$ cat src/rtl/vga_pkg.sv
// Shared VGA 640x480@60 timing constants, frame-buffer pixel type and colour expansion.
package vga_pkg;

  localparam int unsigned H_ACTIVE = 640;
  localparam int unsigned H_FP     = 16;
  localparam int unsigned H_SYNC   = 96;
  localparam int unsigned H_BP     = 48;
  localparam int unsigned H_TOTAL  = H_ACTIVE + H_FP + H_SYNC + H_BP;

  localparam int unsigned V_ACTIVE = 480;
  localparam int unsigned V_FP     = 10;
  localparam int unsigned V_SYNC   = 2;
  localparam int unsigned V_BP     = 33;
  localparam int unsigned V_TOTAL  = V_ACTIVE + V_FP + V_SYNC + V_BP;

  localparam int unsigned FB_WORDS = 307200;

  localparam int unsigned HC_W   = 10;
  localparam int unsigned VC_W   = 10;
  localparam int unsigned ADDR_W = 19;
  localparam int unsigned PIX_W  = 9;
  localparam int unsigned CH_W   = 8;

  // Frame-buffer word: {R[2:0], G[2:0], B[2:0]}
  typedef struct packed {
    logic [2:0] r;
    logic [2:0] g;
    logic [2:0] b;
  } pix9_t;

  // Stretch a 3-bit channel to 8 bits by bit replication (000->00, 111->FF)
  function automatic logic [CH_W-1:0] expand3to8(input logic [2:0] c);
    return {c, c, c[2:1]};
  endfunction

endpackage

$ cat src/rtl/vga_timing_gen.sv
// Pixel-rate divider plus horizontal/vertical counters and the raw timing decodes.
module vga_timing_gen
  import vga_pkg::*;
#(
  parameter int unsigned CLK_DIV        = 2,
  parameter int unsigned V_ACTIVE_LINES = V_ACTIVE,
  parameter int unsigned V_FP_LINES     = V_FP,
  parameter int unsigned V_SYNC_LINES   = V_SYNC,
  parameter int unsigned V_BP_LINES     = V_BP
) (
  input  logic            clk,
  input  logic            rst,
  output logic            pix_en_c,
  output logic [HC_W-1:0] hcnt,
  output logic [VC_W-1:0] vcnt,
  output logic            active_c,
  output logic            hsync_c,
  output logic            vsync_c,
  output logic            line_end_c,
  output logic            frame_end_c
);

  localparam int unsigned DIV_W        = (CLK_DIV > 2) ? $clog2(CLK_DIV) : 1;
  localparam int unsigned V_TOT        = V_ACTIVE_LINES + V_FP_LINES + V_SYNC_LINES + V_BP_LINES;
  localparam int unsigned H_SYNC_FIRST = H_ACTIVE + H_FP;
  localparam int unsigned H_SYNC_LAST  = H_SYNC_FIRST + H_SYNC - 1;
  localparam int unsigned V_SYNC_FIRST = V_ACTIVE_LINES + V_FP_LINES;
  localparam int unsigned V_SYNC_LAST  = V_SYNC_FIRST + V_SYNC_LINES - 1;

  logic [DIV_W-1:0] div_cnt;

  assign pix_en_c    = (div_cnt == DIV_W'(CLK_DIV - 1));
  assign line_end_c  = (hcnt == HC_W'(H_TOTAL - 1));
  assign frame_end_c = line_end_c && (vcnt == VC_W'(V_TOT - 1));
  assign active_c    = (hcnt < HC_W'(H_ACTIVE)) && (vcnt < VC_W'(V_ACTIVE_LINES));
  assign hsync_c     = (hcnt >= HC_W'(H_SYNC_FIRST)) && (hcnt <= HC_W'(H_SYNC_LAST));
  assign vsync_c     = (vcnt >= VC_W'(V_SYNC_FIRST)) && (vcnt <= VC_W'(V_SYNC_LAST));

  // Clock divider: one pixel strobe every CLK_DIV clocks
  always_ff @(posedge clk or posedge rst) begin
    if (rst) begin
      div_cnt <= '0;
    end else if (pix_en_c) begin
      div_cnt <= '0;
    end else begin
      div_cnt <= div_cnt + DIV_W'(1);
    end
  end

  // Raster position; vcnt steps when the line wraps
  always_ff @(posedge clk or posedge rst) begin
    if (rst) begin
      hcnt <= '0;
      vcnt <= '0;
    end else if (pix_en_c) begin
      if (line_end_c) begin
        hcnt <= '0;
        vcnt <= frame_end_c ? '0 : vcnt + VC_W'(1);
      end else begin
        hcnt <= hcnt + HC_W'(1);
      end
    end
  end

endmodule

$ cat src/rtl/vga_scanout.sv
// Frame-buffer scan-out: linear read address generation and registered VGA pin drive.
module vga_scanout
  import vga_pkg::*;
#(
  parameter int unsigned CLK_DIV        = 2,
  parameter int unsigned V_ACTIVE_LINES = V_ACTIVE,
  parameter int unsigned V_FP_LINES     = V_FP,
  parameter int unsigned V_SYNC_LINES   = V_SYNC,
  parameter int unsigned V_BP_LINES     = V_BP
) (
  input  logic        clk,
  input  logic        rst,
  output logic [18:0] raddr,
  input  logic [8:0]  rdata,
  output logic [7:0]  vga_r,
  output logic [7:0]  vga_g,
  output logic [7:0]  vga_b,
  output logic        vga_hs_n,
  output logic        vga_vs_n,
  output logic        vga_blank_n,
  output logic        frame_start,
  output logic        in_vblank
);

  logic            pix_en_c;
  logic [HC_W-1:0] hcnt;
  logic [VC_W-1:0] vcnt;
  logic            active_c;
  logic            hsync_c;
  logic            vsync_c;
  logic            line_end_c;
  logic            frame_end_c;
  logic            last_active_c;
  logic [VC_W-1:0] vcnt_nxt_c;
  pix9_t           px_c;

  vga_timing_gen #(
    .CLK_DIV        (CLK_DIV),
    .V_ACTIVE_LINES (V_ACTIVE_LINES),
    .V_FP_LINES     (V_FP_LINES),
    .V_SYNC_LINES   (V_SYNC_LINES),
    .V_BP_LINES     (V_BP_LINES)
  ) u_timing (
    .clk         (clk),
    .rst         (rst),
    .pix_en_c    (pix_en_c),
    .hcnt        (hcnt),
    .vcnt        (vcnt),
    .active_c    (active_c),
    .hsync_c     (hsync_c),
    .vsync_c     (vsync_c),
    .line_end_c  (line_end_c),
    .frame_end_c (frame_end_c)
  );

  assign px_c          = pix9_t'(rdata);
  assign last_active_c = (hcnt == HC_W'(H_ACTIVE - 1)) && (vcnt == VC_W'(V_ACTIVE_LINES - 1));
  assign vcnt_nxt_c    = frame_end_c ? '0 : (line_end_c ? vcnt + VC_W'(1) : vcnt);

  // Read address tracks the current active pixel and parks on the next one during blanking
  always_ff @(posedge clk or posedge rst) begin
    if (rst) begin
      raddr <= '0;
    end else if (pix_en_c) begin
      if (last_active_c) begin
        raddr <= '0;
      end else if (active_c) begin
        raddr <= raddr + ADDR_W'(1);
      end
    end
  end

  // Pin stage: sync, blank and colour share one register so they stay aligned
  always_ff @(posedge clk or posedge rst) begin
    if (rst) begin
      vga_r       <= '0;
      vga_g       <= '0;
      vga_b       <= '0;
      vga_hs_n    <= 1'b1;
      vga_vs_n    <= 1'b1;
      vga_blank_n <= 1'b0;
      in_vblank   <= 1'b0;
    end else if (pix_en_c) begin
      vga_r       <= active_c ? expand3to8(px_c.r) : '0;
      vga_g       <= active_c ? expand3to8(px_c.g) : '0;
      vga_b       <= active_c ? expand3to8(px_c.b) : '0;
      vga_hs_n    <= !hsync_c;
      vga_vs_n    <= !vsync_c;
      vga_blank_n <= active_c;
      in_vblank   <= (vcnt_nxt_c >= VC_W'(V_ACTIVE_LINES));
    end
  end

  // One-clock pulse as the raster wraps back to the top-left pixel
  always_ff @(posedge clk or posedge rst) begin
    if (rst) begin
      frame_start <= 1'b0;
    end else begin
      frame_start <= pix_en_c && frame_end_c;
    end
  end

endmodule
$ cat config.mk
export PLATFORM = sky130hd
export DESIGN_NAME = vga_scanout
export DESIGN_NICKNAME = d
export VERILOG_FILES = /design/src/rtl/vga_pkg.sv /design/src/rtl/vga_timing_gen.sv /design/src/rtl/vga_scanout.sv
export SDC_FILE = /design/constraint.sdc
export NUM_CORES = 1
export LEC_CHECK = 0
export CORE_MARGIN = 1
export CORE_UTILIZATION = 51
export CTS_CLUSTER_SIZE = 8
export DETAILED_ROUTE_END_ITERATION = 8
export PLACE_DENSITY_LB_ADDON = 0.3
export SKIP_LAST_GASP = 1
export SLEW_MARGIN = 15
export SYNTH_ARGS = -nofsm -noshare
export SYNTH_HDL_FRONTEND = slang
export SYNTH_HIERARCHICAL = 1
export SYNTH_SLANG_ARGS = --single-unit
$ cat constraint.sdc
create_clock -name clk -period 2.9 [get_ports clk]
set_input_delay 0.87 -clock clk [delete_from_list [all_inputs] [get_ports clk]]
set_output_delay 0.87 -clock clk [all_outputs]
set_load 0.01 [all_outputs]
==> results of run 1 <==
==> cell usage after synthesis, types with 2 or more instances <==
| cell type | count | area share |
|---|---|---|
| nor2_1 | 21 | 0.028 |
| nand4b_1 | 2 | 0.0062 |
| and3_1 | 5 | 0.011 |
| nor3_1 | 6 | 0.011 |
| nor2b_1 | 2 | 0.0044 |
| or3_1 | 8 | 0.018 |
| xnor2_1 | 12 | 0.037 |
| dfrtp_1 | 52 | 0.46 |
| o22ai_1 | 2 | 0.0044 |
| inv_1 | 12 | 0.016 |
| dfstp_2 | 2 | 0.019 |
| o21ai_0 | 15 | 0.026 |
| buf_4 | 16 | 0.042 |
| xor2_1 | 13 | 0.040 |
| clkbuf_1 | 5 | 0.0066 |
| or4_1 | 3 | 0.0079 |
| a22oi_1 | 2 | 0.0053 |
| nor4_1 | 5 | 0.011 |
| ha_1 | 6 | 0.026 |
| a22o_1 | 9 | 0.028 |
| nand4_1 | 12 | 0.026 |
| nor4bb_1 | 2 | 0.0071 |
| nand2_1 | 24 | 0.032 |
| and2_1 | 4 | 0.0088 |
| nand3_1 | 12 | 0.021 |
| a21oi_1 | 8 | 0.014 |
| nand4_4 | 2 | 0.015 |
| and4_1 | 3 | 0.0093 |
==> cells by family (layout without fill, tap and decap cells) <==
kind of cell | after synthesis | after routing | synth area share
compound gates | 42 | 42 | 0.09404
xor+xnor | 25 | 25 | 0.07726
fa+ha+maj | 6 | 6 | 0.02649
buf+inv | 36 | 84 | 0.06975
flops | 54 | 54 | 0.4777
mux | 2 | 2 | 0.007505
simple gates | 119 | 119 | 0.2472
==> power breakdown <==
| group | internal, mW | leakage [nW] | switching (mW) |
|---|---|---|---|
| logic | 0.0458 | 0.709 | 0.0324 |
| clock network | 0.197 | 0.0478 | 0.249 |
| registers | 0.759 | 0.697 | 0.00572 |
==> per-layer routing <==
layer  part of all wire  GRT usage
met2               0.45     0.3162
met1               0.48     0.3026
met5                  0          0
met3              0.054    0.05030
met4              0.019    0.08462
==> worst paths after layout <==
check / start / to / slack [ps]
setup / recovery: raddr[2] / raddr[2] / 610
hold / removal: vga_blank_n / vga_blank_n / 490
setup reg to reg: u_timing/hcnt[7] / in_vblank / 700
hold reg to reg: vga_blank_n / vga_blank_n / 490
max in group asynchronous: rst / vga_hs_n / 1590
min in group asynchronous: rst / u_timing/hcnt[1] / 910
==> flip-flops by register name (all words and copies together), names as in the netlist <==
signal,flops
u_timing/vcnt,10
u_timing/pix_en_c,1
u_timing/hcnt,10
vga_blank_n,1
vga_b,3
vga_hs_n,1
vga_g,3
vga_r,3
frame_start,1
vga_vs_n,1
raddr,19
in_vblank,1
==> per-stage QoR <==
stage | area, sq um | hold WS [ps] | power, mW
floorplan | 2834 | 490.9 | 0.8193
global placement | 3391 | 461.6 | 0.8578
detailed placement | 3391 | 469.1 | 0.8593
CTS | 3490 | 492.2 | 1.308
global route | 3490 | 516.0 | 1.345
finish | 3490 | 486.9 | 1.289
==> final cells by class <==
type	instances	area, sq um	area share
Clock buffer	6	82.58	0.02366
Inverter	13	48.80	0.01398
Sequential cell	54	1354	0.3880
Multi-Input combinational cell	194	1282	0.3675
Timing Repair Buffer	63	618.1	0.1771
Tap cell	70	87.58	0.02510
Clock inverter	2	16.27	0.004661
==> reports/results.tsv, run 1 <==
metric	value	unit
timing.critical_path.cells	clkdlybuf4s50_1	
io_buffers	58	
htreeDepth	2	
finalSetupViolCount	0	
route.detailed.drc	0	
via_per_inst	5.510	
worst_pin_slew	498.1	ps
min_period_over_period	0.7880	
synth-edff-count	0	
fill_cells	409	
synth_cell_types	47	
reg2regPathDepth	7	
start_kind	flip-flop	
p_leak	1.455	nW
first_pass_iters	4	
cts.clk_slew.worst_paths	100	ps
numClockSinks	54	
nets	348	
ant_nets	0	
pin_count	59	
wl	5803	microns
critPathSlowestCell	clkdlybuf4s50_1	
max_stage_delay	590	ps
holdPathStages	1	
syn-cell-area	2834	sq um
tns	0	ps
endpoint_kind	output port	
syn_nets	301	
ys_async_sr_fraction	1.000	
worst_slack	614.8	ps
synthCells	284	
critPathMaxFanout	6	
irDropWorstVdd	0.1981	mV
critical-path-top-delay-family	buffers and inverters	
grt_max_degree	34	
timing.final.hold_violations	0	
synth.avg_cell_area	9.979	sq um
finish.utilization	0.6663	
power_density	369.3	nW/um^2
track_usage	0.2138	
gp_congestion	0.9161	
run_status	completed	
fin_worst_skew	13.49	ps
dieHeight	76.55	microns
ys.flop_type	dfrtp_1	
cts_tree	done	
postCtsHoldBufs	0	
layout_common_cells	clkdlybuf4s50_1, dfrtp_1, nand2_1	
cts_inserted_buffers	5	
cts_root_buffer	clkbuf_8	
crit_type	reg -> out	
dp_cells	394	
dieArea	5859	sq um
clock_path_buffers	2	
period_minus_slack	2285	ps
cts_resized	0	
num_vias	2215	
initial_core_util	0.5411	
clkLatencyLatePin	310	ps
min_path_type	reg -> reg	
drt_iter0_drc	156	
wl_per_cell	14.44	microns
maxSlewHeadroom	0.6649	
grt.overflow.total	0	
synth_seq_cells	54	
report.final.slew_viol_count	0	
post-cts-setup-buffers	0	
antenna_cells	0	
cap_violations	0	
std_cell_rows	26	
grt_pass1_vias	2071	
synth_warnings	6	
drive_gt1_frac	0.06627	
arrival	1420	ps
dp_hpwl	4257	microns
core-area	5238	sq um
pre_cts_slack	723.9	ps
crit_cells	1	
area_growth	23.13	%
yosysSeqAreaShare	0.4777	
critPathBufInv	1	
grt_pass1_wl	9991	microns
final_common_cell	clkdlybuf4s50_1	
rsz0062_at_grt	false	
required	2030	ps
max_freq	437.6	MHz
antenna_found_initial	0	
fin_cells	402	
die-width	76.55	microns
Note: power is estimated with default switching activity, not from simulation.
==> run 2, diff against run 1 <==
CORE_UTILIZATION = 46   (was 51)
clock period = 1.8 ns   (was 2.9 ns; I/O delays follow)
==> reports/results.tsv, run 2 (synthesis results as in run 1) <==
metric	value	unit	change
run_status	finished with violations		
violations	negative setup slack		
power_density	497.2	nW/um^2	+35%
dieHeight	80.49	microns	+5.2%
reg_top3	raddr x19, u_timing/hcnt x10, u_timing/vcnt x10		
drt_iter0_drc	97		-38%
swShare	0.2304		+0.007545
layout_common_cells	buf_4, dfrtp_1, dlygate4sd2_1		
htreeDepth	2		unchanged
pwr-share-clk	0.332		-0.014
combinationalPowerShare	0.066		+0.005
critPathMaxFanout	4		-2
std_cell_rows	28		+7.7%
initial_core_util	0.4787		-0.06243
core-area	5921	sq um	+13%
drive_gt1_frac	0.2668		+0.2006
timing.critical_path.cells	or4b_1 -> nor4_4 -> nor2b_2 -> nand4_1 -> a211oi_1 -> a221o_1		
nets	417		+20%
grt.overflow.total	0		unchanged
arrival	2130	ps	+710 ps
cts.clk_slew.worst_paths	100	ps	about the same
final_common_cell	buf_4		
via_per_inst	5.324		-3.4%
rsz0062_at_grt	true		
timing.final.hold_violations	0		unchanged
irDropWorstVdd	0.2950	mV	+49%
antenna_found_initial	0		unchanged
io_buffers	58		unchanged
intPower	1.572	mW	+57%
critical_path.startpoint	u_timing/vcnt[5]		
first_pass_iters	5		+1
clock_path_buffers	2		unchanged
dieArea	6479	sq um	+11%
regMostFlops	raddr		
pin_count	59		unchanged
cts_root_buffer	clkbuf_8		
track_usage	0.2245		+0.01072
grt_pass1_vias	2437		+18%
numClockSinks	54		unchanged
postCtsHoldBufs	0		unchanged
ant_nets	0		unchanged
largest_reg_flops	19		unchanged
antenna_cells	0		unchanged
cap_violations	0		unchanged
fin_worst_skew	11.09	ps	-2.401 ps
num_vias	2534		+14%
max_freq	519.5	MHz	
rrSetupSlack	-120	ps	-820 ps
critPathBufInv	0		-1
fill_cells	457		+12%
dp_cells	453		+15%
reg2reg_from	u_timing/vcnt[5]		
max_stage_delay	590	ps	about the same
grt_max_degree	22		-35%
power.total	2.043	mW	+59%
area_growth	44.99	%	
ff_latch_area	1361	sq um	+0.55%
reg2regPathDepth	6		-1
timing.rr.end	in_vblank		
gp_congestion	0.8414		-8.2%
crit_cells	6		+5
die-width	80.49	microns	+5.2%
period_minus_slack	1925	ps	
fin_cells	476		+18%
grt_pass1_wl	11180	microns	+12%
endpoint_kind	flip-flop		
seqPwrFrac	0.602		+0.009
switchingPower	470.6	uW	+64%
critical-path-top-delay-family	simple AND/OR/NAND/NOR gates		
finish.utilization	0.6940		+0.02773
required	2000	ps	-30 ps
finalSetupViolCount	19		+19
cts_inserted_buffers	5		unchanged
wl	7070	microns	+22%
dp_hpwl	5233	microns	+23%
route.detailed.drc	0		unchanged
crit_type	reg -> reg		
p_leak	2.100	nW	+44%
maxSlewHeadroom	0.6254		-0.03951
wl_per_cell	14.85	microns	+2.9%
crit_end	in_vblank		
clkLatencyLatePin	310	ps	about the same
start_kind	flip-flop		
report.final.slew_viol_count	0		unchanged
min_path_type	reg -> reg		
worst_slack	-124.9	ps	-739.7 ps
min_period_over_period	1.069		
worst_pin_slew	556.8	ps	+58.72 ps
cts_tree	done		
multi_input_area	1338	sq um	+4.3%
critPathSlowestCell	or4b_1		
==> run 2: changes by cell type in the layout (fill, tap and decap cells not counted), moves of 6 or more <==
cell	previous run	this run
clkdlybuf4s50_1	58	14
dfrtp_2	0	6
dlymetal6s2s_1	0	19
dfrtp_1	52	46
dlygate4sd2_1	0	25
buf_4	5	72
==> run 2: through the flow <==
stage          TNS (ps)  setup slack (ps)  area [sq um]  hold WS [ps]
6_report          -1384            -124.9          4109         494.4
5_1_grt           -3043            -185.9          4109         538.7
4_1_cts           -1380            -88.32          4016         499.8
3_5_place_dp     -978.8            -136.5          3852         484.6
3_3_place_gp     -511.3            -86.85          3852         477.3
2_1_floorplan    -683.2            -199.8          2873         490.9
==> run 2: cell type report <==
class / instances / share of cell area
sequential: 54 / 0.3313
multi-input combinational: 194 / 0.3255
timing repair buffer: 132 / 0.2865
tap: 75 / 0.02284
clock buffer: 5 / 0.01675
inverter: 13 / 0.01188
clock inverter: 3 / 0.005177
==> run 2: timing repair <==
| item | in CTS | in global routing |
|---|---|---|
| gates resized for setup | 26 | 30 |
| setup buffers | 14 | 1 |
| cloned | 0 | 0 |
| pin swaps | 1 | 4 |
| endpoints found under the setup margin | 56 | 47 |
==> run 2: worst min-delay path by stage <==
stage / startpoint / to / slack [ps] / depth (start not counted)
floorplan: u_timing/hcnt[2] / u_timing/hcnt[2] / 490 / 1
global placement: vga_blank_n / vga_blank_n / 480 / 1
detailed placement: vga_vs_n / vga_vs_n / 480 / 2
CTS: vga_vs_n / vga_vs_n / 500 / 2
global route: vga_blank_n / vga_blank_n / 540 / 1
finish: vga_vs_n / vga_vs_n / 490 / 2
==> run 2: worst min-delay path, cell delays in order (launching register included) <==
cell	delay, ps
dfstp_2	380
nand2_1	50
o21ai_0	70
==> run 2: power by group through the flow <==
| stage | Combinational (mW) | Sequential [mW] | Clock (mW) |
|---|---|---|---|
| floorplan | 0.0599 | 1.26 | 0 |
| global placement | 0.136 | 1.26 | 0 |
| detailed placement | 0.139 | 1.26 | 0 |
| CTS | 0.140 | 1.23 | 0.705 |
| global route | 0.148 | 1.23 | 0.742 |
| finish | 0.135 | 1.23 | 0.677 |
==> run 2: layer usage <==
metal | share of wire | vias to the layer above | global-route usage
met1 | 0.44 | 1227 | 0.2788
met5 | 0 | - | 0
li1 | - | 1229 | -
met4 | 0.013 | 0 | 0.07500
met2 | 0.50 | 67 | 0.3941
met3 | 0.045 | 11 | 0.03523
==> run 3, diff against run 2 <==
CTS_CLUSTER_DIAMETER = 200   (was default)
==> results of run 3 <==
Same layout as run 2: the final DEF is identical, and so are final timing and power.
